--- src/rtl/mul_share_ctrl.sv ---
// mul_share_ctrl
//   Round-robin arbiter and sequencer that shares one iterative W x W
//   multiplier between NREQ requesters. Only one multiply is in flight at a
//   time: accept -> START (one-cycle mul_start) -> GUARD -> WAIT -> RESP.
//
// Ports
//   clk, rst          clock, synchronous active-high reset
//   req_valid/ready   per-requester request handshake (ready one-hot, IDLE only)
//   req_a, req_b      packed operands, requester i at [i*W +: W]
//   rsp_valid/ready   per-requester response handshake (valid one-hot)
//   rsp_data, rsp_err product (2W bits); err=1 means watchdog abort, data=0
//   mul_a, mul_b      operands to the shared multiplier, held until next accept
//   mul_start         one-cycle start pulse
//   mul_ready, mul_out multiplier done flag and product
//
// Parameters
//   NREQ     number of requesters (2..8)
//   W        operand width
//   TIMEOUT  max WAIT cycles before abort; 0 disables the watchdog
module mul_share_ctrl #(
  parameter int NREQ    = 4,
  parameter int W       = 64,
  parameter int TIMEOUT = 1024
) (
  input  logic                clk,
  input  logic                rst,
  input  logic [NREQ-1:0]     req_valid,
  input  logic [NREQ*W-1:0]   req_a,
  input  logic [NREQ*W-1:0]   req_b,
  output logic [NREQ-1:0]     req_ready,
  output logic [NREQ-1:0]     rsp_valid,
  input  logic [NREQ-1:0]     rsp_ready,
  output logic [2*W-1:0]      rsp_data,
  output logic                rsp_err,
  output logic [W-1:0]        mul_a,
  output logic [W-1:0]        mul_b,
  output logic                mul_start,
  input  logic                mul_ready,
  input  logic [2*W-1:0]      mul_out
);

  localparam int IW = $clog2(NREQ);
  localparam int CW = (TIMEOUT > 1) ? $clog2(TIMEOUT + 1) : 1;

  typedef enum logic [2:0] {
    S_IDLE,
    S_START,
    S_GUARD,
    S_WAIT,
    S_RESP
  } state_t;

  state_t          state, state_nx;
  logic [IW-1:0]   last;
  logic [IW-1:0]   owner;
  logic [IW-1:0]   grant;
  logic            grant_found;
  logic [CW-1:0]   wd_cnt;
  logic            wd_expire;

  // Round-robin search: first valid requester strictly after the last winner.
  always_comb begin
    int idx;
    // NOTE: every variable written here gets a default first, so no path
    // leaves it unassigned and no latch is inferred.
    idx         = 0;
    grant       = last;
    grant_found = 1'b0;
    for (int k = 1; k <= NREQ; k++) begin
      idx = (int'(last) + k) % NREQ;
      if (!grant_found && req_valid[IW'(idx)]) begin
        grant       = IW'(idx);
        grant_found = 1'b1;
      end
    end
  end

  // Abort on the cycle the count would reach TIMEOUT without mul_ready.
  assign wd_expire = (TIMEOUT != 0) && (wd_cnt == CW'(TIMEOUT - 1));

  always_comb begin
    state_nx  = state;
    req_ready = '0;
    rsp_valid = '0;
    mul_start = 1'b0;
    case (state)
      S_IDLE: begin
        // A granted requester is valid, so req_ready implies the handshake.
        if (grant_found) begin
          req_ready[grant] = 1'b1;
          state_nx         = S_START;
        end
      end
      S_START: begin
        mul_start = 1'b1;
        state_nx  = S_GUARD;
      end
      // The multiplier may still present last operation's ready here.
      S_GUARD: state_nx = S_WAIT;
      S_WAIT: begin
        if (mul_ready || wd_expire) state_nx = S_RESP;
      end
      S_RESP: begin
        rsp_valid[owner] = 1'b1;
        if (rsp_ready[owner]) state_nx = S_IDLE;
      end
      default: state_nx = S_IDLE;
    endcase
    // Reset dominates: no handshake can complete during a reset cycle.
    if (rst) begin
      req_ready = '0;
      rsp_valid = '0;
      mul_start = 1'b0;
    end
  end

  // NOTE: state registers use non-blocking assignments so every flop samples
  // pre-edge values regardless of statement order.
  always_ff @(posedge clk) begin
    if (rst) begin
      // NOTE: every register, datapath included, is reset so outputs are
      // deterministic before the first completion (no X from mul_out).
      state    <= S_IDLE;
      last     <= IW'(NREQ - 1);
      owner    <= '0;
      mul_a    <= '0;
      mul_b    <= '0;
      rsp_data <= '0;
      rsp_err  <= 1'b0;
      wd_cnt   <= '0;
    end else begin
      state <= state_nx;
      case (state)
        S_IDLE: begin
          if (grant_found) begin
            mul_a <= req_a[int'(grant)*W +: W];
            mul_b <= req_b[int'(grant)*W +: W];
            owner <= grant;
            last  <= grant;
          end
        end
        S_GUARD: wd_cnt <= '0;
        S_WAIT: begin
          if (mul_ready) begin
            rsp_data <= mul_out;
            rsp_err  <= 1'b0;
          end else begin
            wd_cnt <= wd_cnt + 1'b1;
            if (wd_expire) begin
              rsp_data <= '0;
              rsp_err  <= 1'b1;
            end
          end
        end
        default: ;
      endcase
    end
  end

endmodule
--- config.mk ---
export PLATFORM = sky130hd
export DESIGN_NAME = mul_share_ctrl
export DESIGN_NICKNAME = d
export VERILOG_FILES = /design/src/rtl/mul_share_ctrl.sv
export SDC_FILE = /design/constraint.sdc
export NUM_CORES = 1
export LEC_CHECK = 0
export BUFFER_PORTS_ARGS = -buffer_cell sky130_fd_sc_hd__buf_2
export CORE_AREA = 2 2 354 356
export DETAILED_ROUTE_END_ITERATION = 8
export DIE_AREA = 0 0 356 358
export HOLD_SLACK_MARGIN = 0.06
export SLEW_MARGIN = 5
export SYNTH_ARGS = -nofsm -noshare
export SYNTH_HDL_FRONTEND = slang
export SYNTH_SLANG_ARGS = --single-unit
--- constraint.sdc ---
create_clock -name clk -period 2 [get_ports clk]
set_input_delay 0.4 -clock clk [delete_from_list [all_inputs] [get_ports clk]]
set_output_delay 0.4 -clock clk [all_outputs]
set_load 0.02 [all_outputs]
==> flow_metrics.env, run 1 <==
export IMPL_clkLatencyLatePin_ns=0.59
export IMPL_clkSlewWorstSetupHoldPaths_ns=0.06
export IMPL_violations="negative setup slack"
export IMPL_netlist_area_mm2=0.01350
export IMPL_num_rows=129
export IMPL_syn_to_final_growth_pct=94.61
export IMPL_yosysTopAreaCell="dfxtp_1"
export IMPL_yosysWarningCount=0
export IMPL_grt_pass1_wl_um=141500
export IMPL_endpoint_kind="output port"
export IMPL_grt_usage_pct=15.90
export IMPL_crit_buf_inv=3
export IMPL_synth_area_leaders="dfxtp_1 41%, mux2i_1 9.6%, a22o_1 8.3%, a21o_1 7.2%, o211ai_1 7.2%"
export IMPL_p_leak_nw=12.02
export IMPL_io_buffers=916
export IMPL_slowest_delay_ns=0.35
export IMPL_max_cap_viol_count=0
export IMPL_critPathKind="reg -> out"
export IMPL_ctsHtreeMaxLevel=2
export IMPL_rsz0062_at_grt="true"
export IMPL_synth_edf_count=0
export IMPL_cts_buffers=41
export IMPL_outcome="complete, but fails checks"
export IMPL_period_share_pct=114.5
export IMPL_wl_per_cell_um=26.45
export IMPL_place_congestion=0.9113
export IMPL_final_nets=3290
export IMPL_critPathMaxFanout=3
export IMPL_fin_crit_ns=2.291
export IMPL_hpwl_um=86390
export IMPL_nFillCells=13500
export IMPL_design_area_mm2=0.02628
export IMPL_remaining_drc_errors=0
export IMPL_first_pass_iters=5
export IMPL_max_freq_mhz=436.5
export IMPL_mostFrequentLayoutCells="908 x buf_2, 269 x dfxtp_1, 143 x buf_4"
export IMPL_synth_flop_cell="dfxtp_1"
export IMPL_final_layout_size_suffix_gt1_share_pct=50.26
export IMPL_layout_commonest_cell="buf_2"
export IMPL_grt_max_degree=67
export IMPL_die_h_um=358
export IMPL_crit_path_top_delay_cell="dfxtp_4"
export IMPL_setup_violations_final=166
export IMPL_io_pins=917
export IMPL_drv_slew=0
export IMPL_synth_avg_cell_area_um2=9.280
export IMPL_vias_per_cell=4.251
export IMPL_ys_seq_area_share_pct=40.77
export IMPL_cts_tree="yes"
export IMPL_initial_core_util_pct=10.95
export IMPL_synth_cell_types=45
export IMPL_skew_ns=0.01944
export IMPL_finalWirelength_um=114400
export IMPL_core_area_mm2=0.1233
export IMPL_relSlewSlack_pct=57.18
export IMPL_die_w_um=356
export IMPL_async_reset_ff_share_pct=0
export IMPL_first_global_vias=17600
export IMPL_overflow=0
export IMPL_critPathLaunchType="flop"
export IMPL_antenna_found_initial=41
export IMPL_power_per_cell_area_mw_per_mm2=845.2
export IMPL_cts_buffer_depth=3
export IMPL_drtAntennaViolNets=0
export IMPL_placed_cell_area_mm2=0.02143
export IMPL_dieArea_mm2=0.1274
export IMPL_syn_nets=2107
export IMPL_cp_arrival_ns=1.89
export IMPL_crit_path_cell_trace="nor2_4, nor4b_4, o211ai_1, buf_6, buf_12, nor2_4, buf_6"
export IMPL_crit_family="simple AND/OR/NAND/NOR gates"
export IMPL_hp_class="in -> reg"
export IMPL_vdd_drop_max_mv=0.5830
export IMPL_cts_root_buffer="clkbuf_16"
export IMPL_dr_total_vias=18390
export IMPL_required_ns=1.60
export IMPL_drt_iter0_markers=1592
export IMPL_syn_inst=1455
export IMPL_setup_ws_ns=-0.2907
export IMPL_pre_cts_slack_ns=-0.3581
export IMPL_hold_violations=0
export IMPL_ys_seq_elements=275
export IMPL_worst_pin_slew_ns=0.6409
export IMPL_synth_top_cell_area_share_pct=40.77
export IMPL_clock_sinks=275
final timing paths:
kind	slack, ns	cells after the start	end	from
worst max-delay path	-0.29	7	req_ready[0]	state[0]
worst min register to register	0.46	2	mul_a[44]	mul_a[44]
worst min-delay path	0.12	2	rsp_data[65]	mul_out[65]
worst max register to register	-0.21	12	mul_b[1]	state[0]
synthesized netlist by cell type (2+ instances only):
library cell,count
dfxtp_1,275
nand2_1,138
nand4_1,131
a21o_1,130
o211ai_1,130
mux2i_1,129
a22o_1,128
o31ai_1,128
clkbuf_1,95
buf_2,49
nor2_1,23
buf_1,18
buf_4,10
a21oi_1,9
nor3_1,7
or3_1,5
nand2b_1,4
nand3_1,4
nor4_1,4
o21ai_0,4
inv_1,3
o21ai_1,3
xnor2_1,3
nor2b_1,2
nor4_2,2
xor2_1,2
stage by stage:
| step | hold WS, ns | total power [mW] | utilization (%) | setup TNS [ns] | std cells |
|---|---|---|---|---|---|
| floorplan | 0.4587 | 9.662 | - | -0.02525 | 1455 |
| global placement | 0.4471 | 13.24 | 17.38 | -16.67 | 4029 |
| detailed placement | 0.4532 | 13.28 | 17.38 | -20.03 | 4029 |
| CTS | 0.06215 | 21.52 | 20.06 | -10.83 | 4257 |
| global route | 0.08216 | 23.10 | 21.28 | -31.04 | 4312 |
| finish | 0.1164 | 22.21 | 21.31 | -13.37 | 4327 |
layout make-up:
type,instances,area (um2),share of cell area [%]
Tap cell,1637,2048,7.795
Clock inverter,13,137.6,0.5238
Inverter,4,20.02,0.07619
Timing Repair Buffer,1312,9370,35.66
Antenna cell,24,60.06,0.2286
Clock buffer,58,1200,4.567
Multi-Input combinational cell,1004,7921,30.15
Sequential cell,275,5518,21.00
repair_timing:
action,4_1_cts,5_1_grt
gates cloned,4,24
setup endpoints to repair,91,237
endpoints found under the hold margin,127,0
gates resized for setup,96,158
hold buffers,128,0
buffers inserted,27,31
pin swaps,29,38
where the power goes:
group | internal, mW | leakage, nW | switching [mW]
Clock | 4.43 | 0.654 | 3.05
Sequential | 6.09 | 2.24 | 0.412
Combinational | 3.68 | 9.12 | 4.56
Total | 14.2 | 12.0 | 8.02
per-layer routing:
metal  global-route usage [%]  share of wire (%)  vias up
met3                    5.949                 10      228
met4                    5.814                4.2       34
met1                    19.41                 39     8961
li1                         -                  -     8061
met2                    25.41                 46     1108
met5                        0               0.19        -
logic make-up (layout without fill, tap and decap cells):
family	Yosys count	count (layout)	share of synthesized area [%]
flip-flops	275	275	40.77
buffers and inverters	176	1387	5.625
XOR/XNOR	5	5	0.3244
multiplexers	130	130	9.730
AND/OR/NAND/NOR	326	326	12.23
adder cells (fa/ha/maj)	1	1	0.09266
AO/OA/AOI/OAI	542	542	31.22
other	0	24	0
registers in the layout, indices dropped and copies added (netlist names):
name / count
owner: 2
mul_a: 64
wd_cnt: 11
rsp_err: 1
last: 2
mul_b: 64
rsp_data: 128
state: 3
worst reg2reg max path: cells and delay by family, from the launching register on:
family | cells | cell delay, ns
flip-flops | 1 | 0.35
AO/OA/AOI/OAI | 3 | 0.45
AND/OR/NAND/NOR | 2 | 0.35
buffers and inverters | 7 | 0.98
(Power assumes the default switching activity.)
==> inputs of run 2 (changes only) <==
--- a/config.mk
+++ b/config.mk
@@ -7,9 +7,11 @@
 export LEC_CHECK = 0
 export BUFFER_PORTS_ARGS = -buffer_cell sky130_fd_sc_hd__buf_2
 export CORE_AREA = 2 2 354 356
+export CTS_CLUSTER_SIZE = 20
 export DETAILED_ROUTE_END_ITERATION = 8
 export DIE_AREA = 0 0 356 358
 export HOLD_SLACK_MARGIN = 0.06
+export SKIP_LAST_GASP = 1
 export SLEW_MARGIN = 5
 export SYNTH_ARGS = -nofsm -noshare
 export SYNTH_HDL_FRONTEND = slang
==> run 2 against run 1 <==
The flow still finishes with violations (negative setup slack); cell count hardly changed; flip-flop and latch count unchanged; sequential share of layout area unchanged; core utilization unchanged; largest power group unchanged; highest routed layer unchanged.
==> flow_metrics.env, run 2 (same netlist as run 1, synthesis figures left out) <==
export IMPL_power_per_cell_area_mw_per_mm2=844.6
export IMPL_ff2ff_setup_slack_ns=-0.18
export IMPL_clock_sinks=275
export IMPL_finalWirelength_um=115600
export IMPL_outcome="complete, but fails checks"
export IMPL_ctsHtreeMaxLevel=2
export IMPL_cp_arrival_ns=1.90
export IMPL_largestRegisters="rsp_data: 128 flops, mul_a: 64 flops, mul_b: 64 flops"
export IMPL_rsz0062_at_grt="true"
export IMPL_timing_hold_ws_ns=0.1226
export IMPL_final_nets=3298
export IMPL_syn_to_final_growth_pct=94.61
export IMPL_io_buffers=916
export IMPL_dieArea_mm2=0.1274
export IMPL_place_congestion=0.9113
export IMPL_clkSlewWorstSetupHoldPaths_ns=0.06
export IMPL_final_cells=4328
export IMPL_setup_violations_final=226
export IMPL_largest_register="rsp_data"
export IMPL_max_freq_mhz=434.0
export IMPL_skew_ns=0.01577
export IMPL_die_h_um=358
export IMPL_setup_ws_ns=-0.3041
export IMPL_remaining_drc_errors=0
export IMPL_grtUsageMet1_pct=19.54
export IMPL_hp_class="in -> reg"
export IMPL_first_pass_iters=7
export IMPL_drtAntennaViolNets=0
export IMPL_initial_core_util_pct=10.95
export IMPL_critPathLaunchType="flop"
export IMPL_cts_buffers=40
export IMPL_p_total_mw=22.19
export IMPL_critPathMaxFanout=3
export IMPL_met3_usage_pct=5.588
export IMPL_violations="negative setup slack"
export IMPL_wl_per_cell_um=26.70
export IMPL_cts_root_buffer="clkbuf_16"
export IMPL_min_from="mul_out[65]"
export IMPL_io_pins=917
export IMPL_layout_commonest_cell="buf_2"
export IMPL_fin_crit_ns=2.304
export IMPL_critPathKind="reg -> out"
export IMPL_timing_rr_start="state[0]"
export IMPL_drt_iter0_markers=1633
export IMPL_dp_cells=4029
export IMPL_max_cap_viol_count=0
export IMPL_relSlewSlack_pct=55.70
export IMPL_holdPathEnd="rsp_data[65]"
export IMPL_hpwl_um=86390
export IMPL_cts_tree="yes"
export IMPL_grt_busiest_layer="met2"
export IMPL_p_leak_nw=12.07
export IMPL_hold_violations=0
export IMPL_worst_r2r_path_depth=12
export IMPL_num_rows=129
export IMPL_dr_total_vias=18330
export IMPL_endpoint_kind="output port"
export IMPL_overflow=0
export IMPL_grt_usage_pct=15.88
export IMPL_clkLatencyLatePin_ns=0.58
export IMPL_min_path_cells=2
export IMPL_antenna_found_initial=35
export IMPL_nFillCells=13490
export IMPL_vdd_drop_max_mv=0.6039
export IMPL_period_share_pct=115.2
export IMPL_use_met2_pct=25.41
export IMPL_mostFrequentLayoutCells="908 x buf_2, 269 x dfxtp_1, 149 x buf_4"
export IMPL_core_area_mm2=0.1233
export IMPL_first_global_vias=17620
export IMPL_die_w_um=356
export IMPL_grt_max_degree=67
export IMPL_final_layout_size_suffix_gt1_share_pct=50.37
export IMPL_drv_slew=0
export IMPL_required_ns=1.60
export IMPL_rr_endpoint="mul_b[53]"
export IMPL_largest_reg_flops=128
export IMPL_vias_per_cell=4.235
export IMPL_worst_pin_slew_ns=0.6645
export IMPL_grt_pass1_wl_um=141300
export IMPL_cts_buffer_depth=3
## run 2: layout make-up
| type | count | area (um2) | share of cell area [%] |
|---|---|---|---|
| Inverter | 4 | 17.52 | 0.06667 |
| Clock buffer | 59 | 1192 | 4.538 |
| Antenna cell | 19 | 47.55 | 0.1810 |
| Clock inverter | 9 | 116.4 | 0.4429 |
| Multi-Input combinational cell | 1004 | 7860 | 29.91 |
| Sequential cell | 275 | 5518 | 21.00 |
| Timing Repair Buffer | 1321 | 9475 | 36.06 |
| Tap cell | 1637 | 2048 | 7.795 |
## run 2: what timing repair did
item,in CTS,in global routing
hold buffers,127,0
endpoints found under the hold margin,126,0
endpoints found under the setup margin,94,236
cloned,3,27
gates resized for setup,77,170
pin swaps,21,38
setup buffers,29,36
## run 2: how the worst max path moves through the flow
stage | from | end | slack (ns)
after global routing | state[0] | req_ready[0] | -0.42
final | state[0] | req_ready[0] | -0.30
after detailed placement | req_valid[3] | mul_b[1] | -0.36
after global placement | req_valid[3] | mul_b[1] | -0.33
after floorplan | state[2] | req_ready[0] | -0.01
after CTS | state[1] | req_ready[0] | -0.32
## run 2: worst max-delay path, stage by stage (launching register included)
cell	delay, ns
dfxtp_4	0.35
nor2_4	0.12
nor4b_4	0.23
o211ai_1	0.16
buf_6	0.15
buf_12	0.12
nor2_4	0.07
buf_6	0.12
## run 2: per-stage QoR
step	instance area, um2	TNS [ns]	utilization, %	setup WS, ns
floorplan	13500	-0.02525	-	-0.01262
global placement	21430	-16.67	17.38	-0.3289
detailed placement	21430	-20.03	17.38	-0.3581
CTS	24630	-11.11	19.97	-0.3192
global route	26250	-37.03	21.28	-0.4209
finish	26280	-17.50	21.31	-0.3041
## run 2: power breakdown
part	total (mW)	switching, mW	internal [mW]	leakage, nW
sequential	6.50	0.413	6.09	2.24
clock	7.36	3.00	4.36	0.644
combinational	8.33	4.61	3.72	9.18
## run 2: layer usage
metal | vias up | wire length (um) | share of wire (%)
met5 | - | 137 | 0.12
met4 | 22 | 5070 | 4.4
met3 | 252 | 11570 | 10
met2 | 1100 | 53280 | 46
met1 | 8895 | 45520 | 39
li1 | 8060 | - | -
==> inputs of run 3 (changes only) <==
--- a/config.mk
+++ b/config.mk
@@ -5,11 +5,13 @@
 export SDC_FILE = /design/constraint.sdc
 export NUM_CORES = 1
 export LEC_CHECK = 0
+export ABC_CLOCK_PERIOD_IN_PS = 2000
 export BUFFER_PORTS_ARGS = -buffer_cell sky130_fd_sc_hd__buf_2
-export CORE_AREA = 2 2 354 356
+export CORE_AREA = 2 2 360 362
+export CTS_BUF_LIST = sky130_fd_sc_hd__clkbuf_8
 export CTS_CLUSTER_SIZE = 20
 export DETAILED_ROUTE_END_ITERATION = 8
-export DIE_AREA = 0 0 356 358
+export DIE_AREA = 0 0 362 364
 export HOLD_SLACK_MARGIN = 0.06
 export SKIP_LAST_GASP = 1
 export SLEW_MARGIN = 5
==> run 3 against run 2 <==
The run still ends with negative setup slack left; clock power grew 9.4%; setup slack lost 0.12 ns; sequential share of layout area shrank 2.4 points; wire length up 3.7%; flip-flop and latch count is the same; first-iteration DRC count is 15% higher; critical endpoint is now req_ready[1]; largest cell class unchanged.
==> flow_metrics.env, run 3 (same netlist as run 1, synthesis figures left out) <==
export IMPL_clkLatencyLatePin_ns=0.74
export IMPL_seqPwrFrac_pct=28.6
export IMPL_switching_share_pct=36.22
export IMPL_critPathLaunchType="flop"
export IMPL_holdPathEnd="mul_a[38]"
export IMPL_io_buffers=916
export IMPL_initial_core_util_pct=10.52
export IMPL_drv_slew=0
export IMPL_nFillCells=13610
export IMPL_die_w_um=362
export IMPL_cts_buffer_depth=3
export IMPL_cts_tree="yes"
export IMPL_skew_ns=0.04055
export IMPL_vdd_drop_max_mv=0.4420
export IMPL_multi_input_area_mm2=0.007765
export IMPL_ff2ff_setup_slack_ns=-0.30
export IMPL_final_nets=3679
export IMPL_timing_hold_ws_ns=0.1204
export IMPL_ctsHtreeMaxLevel=2
export IMPL_wl_per_cell_um=25.06
export IMPL_relSlewSlack_pct=55.36
export IMPL_design_area_mm2=0.02967
export IMPL_required_ns=1.60
export IMPL_timing_rr_start="last[0]"
export IMPL_remaining_drc_errors=0
export IMPL_grt_pass1_wl_um=155900
export IMPL_hp_class="in -> reg"
export IMPL_grt_usage_pct=16.61
export IMPL_antenna_found_initial=63
export IMPL_power_per_cell_area_mw_per_mm2=764.7
export IMPL_finalWirelength_um=119900
export IMPL_critPathKind="reg -> out"
export IMPL_drt_iter0_markers=1874
export IMPL_largest_register="rsp_data"
export IMPL_largest_reg_flops=128
export IMPL_worst_pin_slew_ns=0.6695
export IMPL_placed_cell_area_mm2=0.02100
export IMPL_vias_per_cell=4.365
export IMPL_io_pins=917
export IMPL_cts_buffers=59
export IMPL_internal_power_mw=14.47
export IMPL_critPathMaxFanout=4
export IMPL_combPwrFrac_pct=35.9
export IMPL_core_area_mm2=0.1283
export IMPL_tns_ns=-8.778
export IMPL_syn_to_final_growth_pct=119.7
export IMPL_layout_commonest_cell="buf_2"
export IMPL_first_global_vias=20870
export IMPL_cp_arrival_ns=2.02
export IMPL_final_layout_size_suffix_gt1_share_pct=41.19
export IMPL_period_share_pct=121.2
export IMPL_fin_crit_ns=2.423
export IMPL_hpwl_um=85460
export IMPL_rr_endpoint="mul_b[32]"
export IMPL_mostFrequentLayoutCells="908 x buf_2, 595 x dlygate4sd3_1, 267 x dfxtp_1"
export IMPL_power_frac_clock_pct=35.5
export IMPL_endpoint_kind="output port"
export IMPL_clock_sinks=275
export IMPL_drtAntennaViolNets=0
export IMPL_cts_root_buffer="clkbuf_8"
export IMPL_num_rows=132
export IMPL_setup_ws_ns=-0.4235
export IMPL_rsz0062_at_grt="true"
export IMPL_outcome="complete, but fails checks"
export IMPL_pre_cts_slack_ns=-0.5345
export IMPL_first_pass_iters=9
export IMPL_grt_max_degree=58
export IMPL_clkSlewWorstSetupHoldPaths_ns=0.06
export IMPL_overflow=0
export IMPL_violations="negative setup slack"
export IMPL_dieArea_mm2=0.1318
export IMPL_place_congestion=0.9069
export IMPL_p_total_mw=22.69
export IMPL_power_switching_mw=8.217
export IMPL_die_h_um=364
export IMPL_worst_r2r_path_depth=8
export IMPL_dr_total_vias=20880
export IMPL_max_freq_mhz=412.6
export IMPL_min_path_cells=4
export IMPL_regArea_mm2=0.005528
export IMPL_min_from="req_a[38]"
export IMPL_p_leak_nw=13.40
export IMPL_hold_violations=0
export IMPL_max_cap_viol_count=0
export IMPL_largestRegisters="rsp_data: 128 flops, mul_a: 64 flops, mul_b: 64 flops"
export IMPL_setup_violations_final=100
==> run 3: worst max path at each step <==
| stage | start | to | slack (ns) |
|---|---|---|---|
| 2_1_floorplan | state[2] | req_ready[0] | -0.01 |
| 3_3_place_gp | req_valid[3] | mul_a[29] | -0.46 |
| 3_5_place_dp | req_valid[3] | mul_a[29] | -0.53 |
| 4_1_cts | last[0] | req_ready[1] | -0.49 |
| 5_1_grt | state[0] | req_ready[1] | -0.53 |
| 6_report | last[0] | req_ready[1] | -0.42 |
==> run 3: timing repair <==
action                                  in CTS  in global routing
resized for setup                           77                 67
endpoints found under the setup margin      54                235
endpoints found under the hold margin      260                  0
gates cloned                                 4                  5
pin swaps                                   16                 26
hold buffers                               595                  0
buffers inserted                            22                 17
==> run 3: worst max-delay path, cell delays in order (launching register included) <==
cell and delay, ns:
dfxtp_4 0.36, buf_6 0.12, and2_4 0.15, nor3_4 0.26
buf_12 0.15, buf_16 0.11, nor2_4 0.04, buf_6 0.12
==> run 3: through the flow <==
| step | cells | utilization, % |
|---|---|---|
| after global routing | 4773 | 23.10 |
| after detailed placement | 4008 | 16.36 |
| after CTS | 4730 | 22.61 |
| final | 4784 | 23.12 |
| after floorplan | 1455 | - |
| after global placement | 4008 | 16.36 |
==> run 3: cell type report <==
class | instances | share of cell area [%]
diodes | 33 | 0.2784
clock buffers | 74 | 3.433
clock inverters | 36 | 1.653
inverters | 4 | 0.05061
multi-input cells | 1004 | 26.17
flip-flops and latches | 275 | 18.63
well taps | 1675 | 7.065
repair buffers | 1683 | 42.71
==> run 3: per-layer routing <==
| layer | part of all wire (%) | vias to the layer above | GRT usage (%) |
|---|---|---|---|
| met5 | 0.28 | - | 0.5084 |
| met4 | 6.2 | 40 | 9.134 |
| met3 | 10 | 548 | 6.334 |
| met2 | 46 | 1633 | 26.68 |
| met1 | 38 | 9805 | 18.91 |
| li1 | - | 8854 | - |
==> run 3: power groups by stage <==
| stage | Clock, mW | Sequential, mW | Combinational (mW) |
|---|---|---|---|
| 2_1_floorplan | 0 | 7.19 | 2.47 |
| 3_3_place_gp | 0 | 6.53 | 6.39 |
| 3_5_place_dp | 0 | 6.54 | 6.42 |
| 4_1_cts | 8.25 | 6.44 | 7.76 |
| 5_1_grt | 8.45 | 6.52 | 8.56 |
| 6_report | 8.05 | 6.48 | 8.15 |
